$ cat src/rtl/slicer_mer_if.sv
// Slicer bus: symbol strobe and decision variable in, sliced symbol and window statistics out.
interface slicer_mer_if #(
  parameter int unsigned DW       = 18,
  parameter int unsigned LOG2_WIN = 10
);
  logic                 sym_clk_ena;
  logic signed [DW-1:0] x_in;
  logic [1:0]           sym_out;
  logic                 sym_valid;
  logic [DW-1:0]        mean_abs;
  logic [2*DW-3:0]      msq_err;
  logic                 window_done;
  logic                 locked;
  logic [LOG2_WIN:0]    low_conf_cnt;

  modport master (output sym_clk_ena, x_in,
                  input  sym_out, sym_valid, mean_abs, msq_err, window_done, locked, low_conf_cnt);
  modport slave  (input  sym_clk_ena, x_in,
                  output sym_out, sym_valid, mean_abs, msq_err, window_done, locked, low_conf_cnt);
endinterface

$ cat src/rtl/slicer_mer.sv
// 4-level symbol slicer with adaptive mean-|x| thresholds and windowed mean-squared error.
// Define SLICER_LOW_CONF_EN to build the per-window low-confidence counter.
module slicer_mer #(
  parameter int unsigned          DW           = 18,
  parameter int unsigned          LOG2_WIN     = 10,
  parameter logic signed [DW-1:0] DEFAULT_MEAN = 18'sd32768
) (
  input logic         sys_clk,
  input logic         reset_n,
  slicer_mer_if.slave bus
);
  localparam int unsigned EW = DW + 2;
  localparam int unsigned SW = 2*DW - 2;
  localparam int unsigned AW = DW + LOG2_WIN;
  localparam int unsigned QW = SW + LOG2_WIN;
  localparam logic [DW-2:0]        MAG_MAX = {(DW-1){1'b1}};
  localparam logic signed [EW-1:0] E_MAX   = {3'b000, {(DW-1){1'b1}}};
  localparam logic signed [DW-1:0] X_MIN   = {1'b1, {(DW-1){1'b0}}};

  typedef enum logic {ACQ = 1'b0, TRACK = 1'b1} state_t;

  state_t               state_q, state_d;
  logic [DW-1:0]        m_eff;
  logic signed [DW-1:0] x_d;
  logic [DW-2:0]        e_mag_q;
  logic                 v2_q, last_q;
  logic [LOG2_WIN-1:0]  sym_cnt;
  logic [AW-1:0]        abs_acc;
  logic [QW-1:0]        err_acc;

  logic signed [EW-1:0] x_s, m_s, xd_s, a_w, a3_w, ideal_c, e_w, e_abs_w;
  logic [1:0]           slice_c;
  logic [DW-2:0]        e_mag_c;
  logic [DW-1:0]        abs_c, mean_c;
  logic [SW-1:0]        sq_c;
  logic [QW-1:0]        err_sum_c;
  logic                 win_end_c;

  // State register
  always_ff @(posedge sys_clk or negedge reset_n) begin
    if (!reset_n) state_q <= ACQ;
    else          state_q <= state_d;
  end

  // Next state: the first completed window locks the thresholds to the estimate
  always_comb begin
    state_d = state_q;
    if (state_q == ACQ && win_end_c) state_d = TRACK;
  end

  // Output decode
  always_comb begin
    bus.locked = 1'b0;
    m_eff      = DEFAULT_MEAN;
    if (state_q == TRACK) begin
      bus.locked = 1'b1;
      m_eff      = bus.mean_abs;
    end
  end

  // Slicer, error magnitude, |x| and square
  always_comb begin
    x_s  = EW'(signed'(bus.x_in));
    m_s  = EW'(m_eff);
    if (x_s >= m_s)       slice_c = 2'b11;
    else if (!x_s[EW-1])  slice_c = 2'b10;
    else if (x_s >= -m_s) slice_c = 2'b01;
    else                  slice_c = 2'b00;

    a_w  = EW'(m_eff >> 1);
    a3_w = a_w + (a_w <<< 1);
    case (bus.sym_out)
      2'b11:   ideal_c = a3_w;
      2'b10:   ideal_c = a_w;
      2'b01:   ideal_c = -a_w;
      default: ideal_c = -a3_w;
    endcase
    xd_s    = EW'(x_d);
    e_w     = xd_s - ideal_c;
    e_abs_w = e_w[EW-1] ? -e_w : e_w;
    e_mag_c = (e_abs_w > E_MAX) ? MAG_MAX : e_abs_w[DW-2:0];

    abs_c = x_d[DW-1] ? DW'(-x_d) : DW'(x_d);
    if (x_d == X_MIN) abs_c = {1'b0, MAG_MAX};

    sq_c      = SW'(e_mag_q) * SW'(e_mag_q);
    err_sum_c = err_acc + QW'(sq_c);
    mean_c    = abs_acc[AW-1:LOG2_WIN];
    if (mean_c == '0) mean_c = DW'(1);
    win_end_c = v2_q & last_q;
  end

  // Symbol pipeline: slice at the strobe, error and |x| one cycle later, square after that
  always_ff @(posedge sys_clk or negedge reset_n) begin
    if (!reset_n) begin
      bus.sym_out     <= '0;
      bus.sym_valid   <= 1'b0;
      bus.mean_abs    <= DEFAULT_MEAN;
      bus.msq_err     <= '0;
      bus.window_done <= 1'b0;
      x_d             <= '0;
      e_mag_q         <= '0;
      v2_q            <= 1'b0;
      last_q          <= 1'b0;
      sym_cnt         <= '0;
      abs_acc         <= '0;
      err_acc         <= '0;
    end else begin
      bus.sym_valid   <= bus.sym_clk_ena;
      v2_q            <= bus.sym_valid;
      bus.window_done <= win_end_c;
      if (bus.sym_clk_ena) begin
        bus.sym_out <= slice_c;
        x_d         <= bus.x_in;
      end
      if (bus.sym_valid) begin
        e_mag_q <= e_mag_c;
        last_q  <= &sym_cnt;
        sym_cnt <= sym_cnt + LOG2_WIN'(1);
        abs_acc <= abs_acc + AW'(abs_c);
      end
      if (v2_q) begin
        if (last_q) begin
          bus.mean_abs <= mean_c;
          bus.msq_err  <= err_sum_c[QW-1:LOG2_WIN];
          abs_acc      <= '0;
          err_acc      <= '0;
        end else begin
          err_acc <= err_sum_c;
        end
      end
    end
  end

`ifdef SLICER_LOW_CONF_EN
  localparam int unsigned CW = LOG2_WIN + 1;
  localparam logic [CW-1:0] LC_MAX = CW'(1) << LOG2_WIN;

  logic          lc_q;
  logic [CW-1:0] lc_acc, lc_sum_c;

  always_comb begin
    lc_sum_c = lc_acc + CW'(lc_q);
    if (lc_sum_c > LC_MAX) lc_sum_c = LC_MAX;
  end

  // Count symbols whose |e| exceeds a/2; published alongside msq_err
  always_ff @(posedge sys_clk or negedge reset_n) begin
    if (!reset_n) begin
      lc_q             <= 1'b0;
      lc_acc           <= '0;
      bus.low_conf_cnt <= '0;
    end else begin
      if (bus.sym_valid) lc_q <= (signed'(EW'(e_mag_c)) > (a_w >>> 1));
      if (v2_q) begin
        if (last_q) begin
          bus.low_conf_cnt <= lc_sum_c;
          lc_acc           <= '0;
        end else begin
          lc_acc <= lc_sum_c;
        end
      end
    end
  end
`else
  assign bus.low_conf_cnt = '0;
`endif

endmodule

$ cat src/flat_wrapper.sv
// flat-port wrapper written by rule: the top's interface ports become plain ports
module slicer_mer_flat 
#(
  parameter int unsigned          DW           = 18,
  parameter int unsigned          LOG2_WIN     = 10,
  parameter logic signed [DW-1:0] DEFAULT_MEAN = 18'sd32768
)
  (sys_clk, reset_n, bus_sym_clk_ena, bus_x_in, bus_sym_out, bus_sym_valid, bus_mean_abs, bus_msq_err, bus_window_done, bus_locked, bus_low_conf_cnt);
  slicer_mer_if #(.DW(DW), .LOG2_WIN(LOG2_WIN)) bus_i ();
  input logic sys_clk;
  input logic reset_n;
  input wire logic [$bits(bus_i.sym_clk_ena)-1:0] bus_sym_clk_ena;
  input wire logic [$bits(bus_i.x_in)-1:0] bus_x_in;
  output wire logic [$bits(bus_i.sym_out)-1:0] bus_sym_out;
  output wire logic [$bits(bus_i.sym_valid)-1:0] bus_sym_valid;
  output wire logic [$bits(bus_i.mean_abs)-1:0] bus_mean_abs;
  output wire logic [$bits(bus_i.msq_err)-1:0] bus_msq_err;
  output wire logic [$bits(bus_i.window_done)-1:0] bus_window_done;
  output wire logic [$bits(bus_i.locked)-1:0] bus_locked;
  output wire logic [$bits(bus_i.low_conf_cnt)-1:0] bus_low_conf_cnt;
  assign bus_i.sym_clk_ena = bus_sym_clk_ena;
  assign bus_i.x_in = bus_x_in;
  assign bus_sym_out = bus_i.sym_out;
  assign bus_sym_valid = bus_i.sym_valid;
  assign bus_mean_abs = bus_i.mean_abs;
  assign bus_msq_err = bus_i.msq_err;
  assign bus_window_done = bus_i.window_done;
  assign bus_locked = bus_i.locked;
  assign bus_low_conf_cnt = bus_i.low_conf_cnt;
  slicer_mer #(.DW(DW), .LOG2_WIN(LOG2_WIN), .DEFAULT_MEAN(DEFAULT_MEAN)) u_core (.sys_clk(sys_clk), .reset_n(reset_n), .bus(bus_i));
endmodule
$ cat config.mk
export PLATFORM = sky130hd
export DESIGN_NAME = slicer_mer_flat
export DESIGN_NICKNAME = d
export VERILOG_FILES = /design/src/rtl/slicer_mer_if.sv /design/src/rtl/slicer_mer.sv /design/src/flat_wrapper.sv
export SDC_FILE = /design/constraint.sdc
export NUM_CORES = 1
export LEC_CHECK = 0
export ABC_CLOCK_PERIOD_IN_PS = 7950
export CAP_MARGIN = 5
export CORE_UTILIZATION = 46
export CTS_BUF_LIST = sky130_fd_sc_hd__clkbuf_4
export CTS_CLUSTER_DIAMETER = 40
export CTS_CLUSTER_SIZE = 8
export DETAILED_ROUTE_END_ITERATION = 12
export GPL_TIMING_DRIVEN = 0
export MAX_ROUTING_LAYER = met4
export PLACE_DENSITY = 0.66
export SETUP_SLACK_MARGIN = 0.4
export SYNTH_ARGS = -nofsm -noshare
export SYNTH_HDL_FRONTEND = slang
export SYNTH_SLANG_ARGS = --single-unit
$ cat constraint.sdc
create_clock -name sys_clk -period 7.95 [get_ports sys_clk]
set_input_delay 1.59 -clock sys_clk [delete_from_list [all_inputs] [get_ports sys_clk]]
set_output_delay 1.59 -clock sys_clk [all_outputs]
set_load 0.02 [all_outputs]
# Yosys cells after proc, flatten, opt, wreduce, memory -nomap -nowiden
# Index checks and enable logic that the tools add are counted.
dict set report totals {
  reg_bits 176
  latchBits 0
  mem_bits_rw 0
  romBits 0
  input_bits 21
  out_inout_bits 68
  elab_cells 52
  mem_count 0
}
dict set report op_classes {
  n_addsub 10
  mul 1
  div 0
  order_cmp 3
  n_eq_ne 4
  shift 0
  mux 15
  n_bitwise 2
  n_reduce_logical 4
}
# operator n
set op_table {}
lappend op_table {{$mux 28} 3}
lappend op_table {{$mux 18} 4}
lappend op_table {{$pmux 20 s3} 1}
lappend op_table {{$add 44x34->44} 1}
lappend op_table {{$mux 44} 1}
lappend op_table {{$neg 20->20} 2}
lappend op_table {{$mul 17x17->34} 1}
lappend op_table {{$add 28x18->28} 1}
lappend op_table {{$ge 18x20->1} 1}
lappend op_table {{$gt 20x18->1 const B} 1}
lappend op_table {{$mux 20} 1}
lappend op_table {{$neg 17->20} 1}
lappend op_table {{$neg 18->20} 1}
lappend op_table {{$sub 18x20->20} 1}
lappend op_table {{$add 17x18->19} 1}
lappend op_table {{$ge 18x19->1} 1}
lappend op_table {{$eq 18x18->1 const B} 1}
lappend op_table {{$logic_not 18->1} 1}
lappend op_table {{$neg 18->18} 1}
lappend op_table {{$mux 17} 1}
lappend op_table {{$add 10x1->10 const B} 1}
lappend op_table {{$reduce_and 10->1} 1}
lappend op_table {{$eq 2x2->1 const B} 2}
lappend op_table {{$mux 2} 2}
lappend op_table {{other kinds (6)} 7}

# Longest topological paths before layout
# Gate-level depths: netlist (run 1).
dict set report depth {
  word_depth 9
  ltp_mapped 32
  mapped_depth_nobuf 26
}

# Worst setup path before layout (run 1)
# Ideal clock, no wire load.
dict set report synth_timing {
  path_kind {register -> register}
  from {register u_core.state_q}
  to {register u_core.e_mag_q[11]}
  setup_time_ns 0.141
  t_arrival_ns 7.213
  t_required_ns 7.809
  slack_ns 0.596
  path_stages_with_launch 31
  path_buffers 5
  synth_period_minus_slack_ns 7.354
  path_cell_list {dfrtp_1 -> buf_2 -> buf_2 -> buf_2 -> clkbuf_1 -> nand2_1 -> inv_1 -> ha_1 -> ha_1 -> inv_1 -> a211o_1 -> xnor2_2 -> nand3b_1 -> or3_1 -> or2_2 -> nor2_1 -> nand2_1 -> xnor2_1 -> mux4_2 -> ha_1 -> inv_1 -> and3_1 -> a2111oi_0 -> o211ai_1 -> or3_1 -> nor4b_2 -> or3b_1 -> a311o_1 -> o21ai_2 -> buf_6 -> a31oi_1}
}
dict set report synth_via {
  elab_chain_len 9
  elab_cells_between_ends 10
  classes_between {5 x add/sub; 1 x order compare; 4 x mux}
}
# element line_no
set synth_rtl {}
lappend synth_rtl {{start, declared} slicer_mer.sv:22} ;# state_t state_q, state_d;
lappend synth_rtl {{start signal, assigned} slicer_mer.sv:42} ;# else state_q <= state_d;
lappend synth_rtl {{$mux 18 (*)} slicer_mer.sv:55} ;# if (state_q == TRACK) begin
lappend synth_rtl {{$add 17x18->19} slicer_mer.sv:71} ;# a3_w = a_w + (a_w <<< 1);
lappend synth_rtl {{$neg 20->20} slicer_mer.sv:76} ;# default: ideal_c = -a3_w;
lappend synth_rtl {{$pmux 20 s3 (*)} slicer_mer.sv:72} ;# case (bus.sym_out)
lappend synth_rtl {{$sub 18x20->20 (*)} slicer_mer.sv:79} ;# e_w = xd_s - ideal_c;
lappend synth_rtl {{$neg 20->20} slicer_mer.sv:80} ;# e_abs_w = e_w[EW-1] ? -e_w : e_w;
lappend synth_rtl {{$mux 20 (*)} slicer_mer.sv:80}
lappend synth_rtl {{$gt 20x18->1} slicer_mer.sv:81} ;# e_mag_c = (e_abs_w > E_MAX) ? MAG_MAX : e_abs_w[DW-2:0];
lappend synth_rtl {{$mux 17 (*)} slicer_mer.sv:81}
lappend synth_rtl {{end signal, assigned} slicer_mer.sv:117} ;# e_mag_q <= e_mag_c;
lappend synth_rtl {{end, declared} slicer_mer.sv:25} ;# logic [DW-2:0] e_mag_q;
# Every way passes the cells marked *; elsewhere a longest branch is shown, timed or not.
# A chain may end at the register's enable or synchronous reset.

# Worst setup path in the final report (run 1)
dict set report layout_timing {
  from {register u_core.state_q}
  to {register u_core.e_mag_q[13]}
}
# Same word-level chain as after synthesis.

==> out/metrics.yaml, run 1 <==
outcome: "finished clean"
fmax_mhz: 137
hold_path.class: "reg -> reg"
synth_cell_types: 94
clk_latency_ns: 0.76
min_to: "u_core.sym_cnt[9]$_DFFE_PN0P_"
finalCriticalPeriod_ns: 7.30
drv_slew: 0
syn_area_per_cell_sq_um: 9.00
finish.utilization: 0.518
wl_microns: 59500
cp_slowest_cell: "mux4_2"
clk_pin_slew_ns: 0.16
antenna_found_initial: 2
place.port_buffers: 77
reg2reg_slack_ns: 0.65
hpwl_microns: 48300
top_layer: "met4"
fp.dieW_microns: 221
nets: 3028
final_area_sq_um: 24300
synth_cells: 2458
synth_warnings: 0
hold_path_depth: 1
yosysSeqAreaShare: 0.199
rsz0062_at_grt: "no"
slowest_delay_ns: 0.52
core_area_sq_um: 47000
synth_edf_count: 0
finClkSkew_ns: 0.0270
grt_pass1_wl_microns: 97100
setup_viol: 0
die_y_microns: 221
reg2reg_depth: 31
ys_async_sr_fraction: 1.00
tightest_slew_ns: 1.14
num_io_pins: 89
clkSinkCount: 176
period_share: 0.918
grt_max_degree: 116
fin_cells: 3196
first_pass_iters: 7
placed_area_sq_um: 23700
drtAntennaViolNets: 0
die_area_sq_um: 48900
grt_usage: 0.259
detail_route.iter0.violations: 1075
post-place-ws_ns: -0.604
via_count: 17900
drc: 0
final-hold-violation-count: 0
clk_path_buf_depth: 2
critPathArrivalTime_ns: 7.90
vias_per_cell: 5.59
maxCapViolCount: 0
place_inst: 3153
min-delay-start: "u_core.sym_cnt[9]$_DFFE_PN0P_"
cts_tree: "yes"
startpoint_type: "register"
end_kind: "register"
synth_seq_cells: 176
grt.overflow.total: 0
wl_met3_microns: 2210
fin_ws_ns: 0.653
grt_pass1_vias: 18400
wl_met1_microns: 27000
cts.htree.levels: 4
cts_root_buf: "clkbuf_4"
drive_gt1_frac: 0.0747
synth-main-ff-cell: "dfrtp_1"
rows: 79
worstPathRequired_ns: 8.56
crit_type: "reg -> reg"
worstReg2RegStart: "u_core.state_q$_DFFE_PN0P_"
max_slew_margin: 0.239
synthToLayoutAreaGrowth_pct: 9.90
wire_per_inst_microns: 18.6
start_util: 0.471
worst-path-max-fanout: 10
rr_endpoint: "u_core.e_mag_q[13]$_DFFE_PN0P_"
cts_buffers: 17
place_congestion: 0.919
route.met2.wl_microns: 28900
synthesis.area_sq_um: 22100
## cells in the mapped netlist, types with 24 or more instances
cell / instances / area share
nor2_1: 138 / 0.023
nand3_1: 47 / 0.011
nor2b_1: 34 / 0.0096
nor3_1: 31 / 0.0070
nand4_1: 24 / 0.0068
a21oi_1: 82 / 0.019
a21o_1: 49 / 0.017
and3_1: 25 / 0.0071
nand2b_1: 26 / 0.0074
xnor2_1: 98 / 0.039
fa_1: 227 / 0.21
xor2_1: 57 / 0.023
o21ai_0: 124 / 0.028
and2_1: 75 / 0.021
ha_1: 210 / 0.12
inv_1: 327 / 0.056
dfrtp_1: 175 / 0.20
clkbuf_1: 67 / 0.011
nand2_1: 272 / 0.046
## logic make-up (layout without fill, tap and decap cells)
group	after synthesis	count (layout)	share of synthesized area
buffers and inverters	430	544	0.0768
adder cells (fa/ha/maj)	437	437	0.324
multiplexers	56	56	0.0329
XOR/XNOR	157	157	0.0629
AO/OA/AOI/OAI	456	457	0.140
AND/OR/NAND/NOR	745	745	0.164
other	1	17	0.000170
flip-flops	176	176	0.199
## layout by cell type (no fill, tap or decap), types with 17 or more instances in the layout
master           count
nand4_1             24
clkbuf_4            21
a31oi_1             17
and3_1              25
ha_1               207
xor2_1              57
nor2b_1             34
and2_1              75
mux2i_1             20
a21o_1              49
nor3_1              31
nand2b_1            26
clkbuf_2            17
nand2_1            271
o22ai_1             18
clkdlybuf4s50_1     76
nand3_1             47
inv_1              327
a21oi_1             79
xnor2_1             98
buf_4               18
mux2_2              23
o21ai_0            123
fa_1               227
clkbuf_1            47
nor2_1             136
dfrtp_1            171
## worst max-delay path: cells and delay by family (launching register included)
family	cells	cell delay, ns
simple gates	11	2.76
compound gates	7	1.35
buf+inv	7	1.07
mux	2	0.72
fa+ha+maj	3	0.68
flops	1	0.41
xor+xnor	1	0.15
## per-stage QoR
stage	hold slack (ns)	TNS, ns
6_report	0.486	0
5_1_grt	0.518	0
4_1_cts	0.487	0
3_5_place_dp	0.462	-8.57
3_3_place_gp	0.453	-435.94
2_1_floorplan	0.438	0
## routing by layer
layer | global-route usage | vias up
met3 | 0.0360 | 88
met1 | 0.332 | 8895
li1 | - | 8470
met2 | 0.425 | 399
met5 | - | -
met4 | 0.0760 | 0
## cell type report
class | instances | area (sq um)
clock inverter | 14 | 169
clock buffer | 18 | 135
antenna | 6 | 15.0
sequential | 176 | 4410
multi-input combinational | 1863 | 16200
buffer | 100 | 499
fill | 4351 | 22700
inverter | 330 | 1240
timing repair buffer | 82 | 837
tap | 607 | 759
## worst max path at each step
| stage | startpoint | end |
|---|---|---|
| 2_1_floorplan | u_core.state_q$_DFFE_PN0P_ | u_core.e_mag_q[11]$_DFFE_PN0P_ |
| 3_5_place_dp | u_core.state_q$_DFFE_PN0P_ | u_core.e_mag_q[14]$_DFFE_PN0P_ |
| 5_1_grt | u_core.state_q$_DFFE_PN0P_ | u_core.e_mag_q[8]$_DFFE_PN0P_ |
| 4_1_cts | u_core.state_q$_DFFE_PN0P_ | u_core.e_mag_q[13]$_DFFE_PN0P_ |
| 3_3_place_gp | reset_n | u_core.bus.msq_err[8]$_DFFE_PN0P_ |
| 6_report | u_core.state_q$_DFFE_PN0P_ | u_core.e_mag_q[13]$_DFFE_PN0P_ |
## registers in the layout, summed over array words and instances (netlist names), 2 cells and up
name	flops
u_core.bus.mean_abs	18
u_core.err_acc	44
u_core.x_d	18
u_core.bus.sym_out	2
u_core.sym_cnt	10
u_core.e_mag_q	17
u_core.bus.msq_err	34
u_core.abs_acc	28
## timing repair
action / CTS / global route
setup endpoints to repair: 38 / 39
gates resized for setup: 26 / 51
hold buffers: 0 / 0
pin swaps: 3 / 5
cloned: 0 / 2
setup buffers: 1 / 2
Power of run 1 is not shown: default switching activity piles up to over one toggle a cycle in this logic, so the estimate is an artifact.
==> run 2: changes to the inputs <==
--- a/config.mk
+++ b/config.mk
@@ -6,7 +6,7 @@
 export NUM_CORES = 1
 export LEC_CHECK = 0
 export ABC_CLOCK_PERIOD_IN_PS = 7950
-export CAP_MARGIN = 5
+export CORE_MARGIN = 8
 export CORE_UTILIZATION = 46
 export CTS_BUF_LIST = sky130_fd_sc_hd__clkbuf_4
 export CTS_CLUSTER_DIAMETER = 40
@@ -15,7 +15,6 @@
 export GPL_TIMING_DRIVEN = 0
 export MAX_ROUTING_LAYER = met4
 export PLACE_DENSITY = 0.66
-export SETUP_SLACK_MARGIN = 0.4
 export SYNTH_ARGS = -nofsm -noshare
 export SYNTH_HDL_FRONTEND = slang
 export SYNTH_SLANG_ARGS = --single-unit
==> run 2 against run 1 <==
Clock-buffer cell count up 1. Cell area decreased by 0.77%. Sequential share of layout area rose by 0.13 points.
==> out/metrics.yaml, run 2 (synthesis gave the netlist of run 1 again) <==
hpwl_microns: 49100  # +1.7%
place_inst: 3161  # +0.25%
crit_type: "reg -> reg"
rows: 80  # +1.3%
clk_latency_ns: 0.75  # about the same
drc: 0  # unchanged
cpMostUsedCell: "fa_1"
grt_pass1_vias: 18300  # -0.66%
wl_microns: 60200  # +1.2%
hold_path.class: "reg -> reg"
drive_gt1_frac: 0.0644  # -0.0103
min_to: "u_core.sym_cnt[9]$_DFFE_PN0P_"
clk_path_buf_depth: 2  # unchanged
critPathArrivalTime_ns: 8.20  # +0.30 ns
largest_reg_flops: 44  # unchanged
tightest_slew_ns: 1.22  # +0.0811 ns
via_count: 17900  # +0.33%
rr_endpoint: "u_core.err_acc[31]$_DFFE_PN0P_"
cts_tree: "yes"
finish.utilization: 0.507  # -0.0104
fp.dieW_microns: 235  # +6.3%
cts_buffers: 17  # unchanged
reg.largest.list: "u_core.err_acc: 44 flops, u_core.bus.msq_err: 34 flops, u_core.abs_acc: 28 flops"
mostFrequentLayoutCell: "inv_1"
start_util: 0.465  # -0.00589
setup-tns-final_ns: 0  # unchanged
worst-path-max-fanout: 10  # unchanged
cp_slowest_cell: "dfrtp_1"
rsz0062_at_grt: "no"
core_area_sq_um: 47500  # +1.3%
vias_per_cell: 5.61  # +0.39%
die_area_sq_um: 55300  # +13%
cp-startpoint: "u_core.e_mag_q[12]$_DFFE_PN0P_"
end_kind: "register"
period_share: 0.956  # +0.0383
grt.overflow.total: 0  # unchanged
grt_usage: 0.224  # -0.0345
finClkSkew_ns: 0.0345  # +0.00752 ns
worstReg2RegStart: "u_core.e_mag_q[12]$_DFFE_PN0P_"
place.port_buffers: 77  # unchanged
antenna_found_initial: 2  # unchanged
slowest_delay_ns: 0.59  # +0.07 ns
synthToLayoutAreaGrowth_pct: 9.06
fin_cells: 3194  # -0.063%
worstPathRequired_ns: 8.55  # about the same
die_y_microns: 235  # +6.3%
setup_viol: 0  # unchanged
startpoint_type: "register"
place_congestion: 0.939  # +2.3%
drtAntennaViolNets: 0  # unchanged
top_register: "u_core.err_acc"
first_pass_iters: 6  # -1
clk_pin_slew_ns: 0.16  # about the same
fmax_mhz: 132  # -4.0%
drv_slew: 0  # unchanged
wire_per_inst_microns: 18.9  # +1.2%
maxCapViolCount: 0  # unchanged
grt_max_degree: 117  # +0.86%
outcome: "finished clean"
reg2reg_depth: 25  # -19%
nets: 3022  # -0.20%
layout_common_cells: "inv_1, nand2_1, fa_1"
max_slew_margin: 0.164  # -0.0752
detail_route.iter0.violations: 1022  # -4.9%
clkSinkCount: 176  # unchanged
num_io_pins: 89  # unchanged
cts_root_buf: "clkbuf_4"
cts-hold-fix-buffers: 0  # unchanged
reg2reg_slack_ns: 0.35  # -0.30 ns
cts.htree.levels: 4  # unchanged
finalCriticalPeriod_ns: 7.60  # +0.305 ns
hold_path_depth: 1  # unchanged
grt_pass1_wl_microns: 97900  # +0.77%
min-delay-start: "u_core.sym_cnt[9]$_DFFE_PN0P_"
final-hold-violation-count: 0  # unchanged
[run 2: cell types whose count changed in the layout (fill, tap and decap cells not counted), sizes merged]
cell / change
o21ai: -1
clkinv: +1
diode: -4
bufinv: -1
clkbuf: +1
inv: +1
buf: -5
clkinvlp: -2
[run 2: metrics by stage]
stage,worst slack [ns],hold WS [ns],cell area (sq um)
floorplan,0.596,0.438,22100
global placement,-2.37,0.452,23700
detailed placement,-0.670,0.469,23700
CTS,0.0236,0.495,24000
global route,0.00238,0.518,24100
finish,0.348,0.488,24100
[run 2: final cells by class]
class	instances	area (sq um)
fill	4432	23400
multi-input combinational	1862	16100
sequential	176	4410
inverter	330	1240
timing repair buffer	79	811
tap	615	769
buffer	98	474
clock buffer	19	143
clock inverter	13	143
antenna	2	5.00
[run 2: worst max path at each step]
stage	end	slack [ns]
after global routing	u_core.err_acc[32]$_DFFE_PN0P_	0.002
final	u_core.err_acc[31]$_DFFE_PN0P_	0.35
after CTS	u_core.e_mag_q[11]$_DFFE_PN0P_	0.02
after global placement	u_core.bus.msq_err[8]$_DFFE_PN0P_	-2.37
after floorplan	u_core.e_mag_q[11]$_DFFE_PN0P_	0.60
after detailed placement	u_core.e_mag_q[11]$_DFFE_PN0P_	-0.67
[run 2: critical path: cells and delay by family, from the launching register on]
family	cells	cell delay [ns]
flip-flops	1	0.59
buffers and inverters	6	0.80
AO/OA/AOI/OAI	8	1.84
adder cells (fa/ha/maj)	7	3.40
AND/OR/NAND/NOR	3	0.50
XOR/XNOR	1	0.31
[run 2: repair_timing]
| item | CTS | global route |
|---|---|---|
| pin swaps | 1 | 1 |
| gates resized for setup | 5 | 35 |
| endpoints found under the setup margin | 17 | 40 |
| buffers inserted | 0 | 1 |
[run 2: layer usage]
layer / GRT usage / up-vias / part of all wire
met5: - / - / 0
met4: 0.0695 / 0 / 0.027
met3: 0.0328 / 95 / 0.044
met2: 0.373 / 450 / 0.49
met1: 0.281 / 8927 / 0.44
li1: - / 8439 / -
Power of run 2 is left out for the same reason.
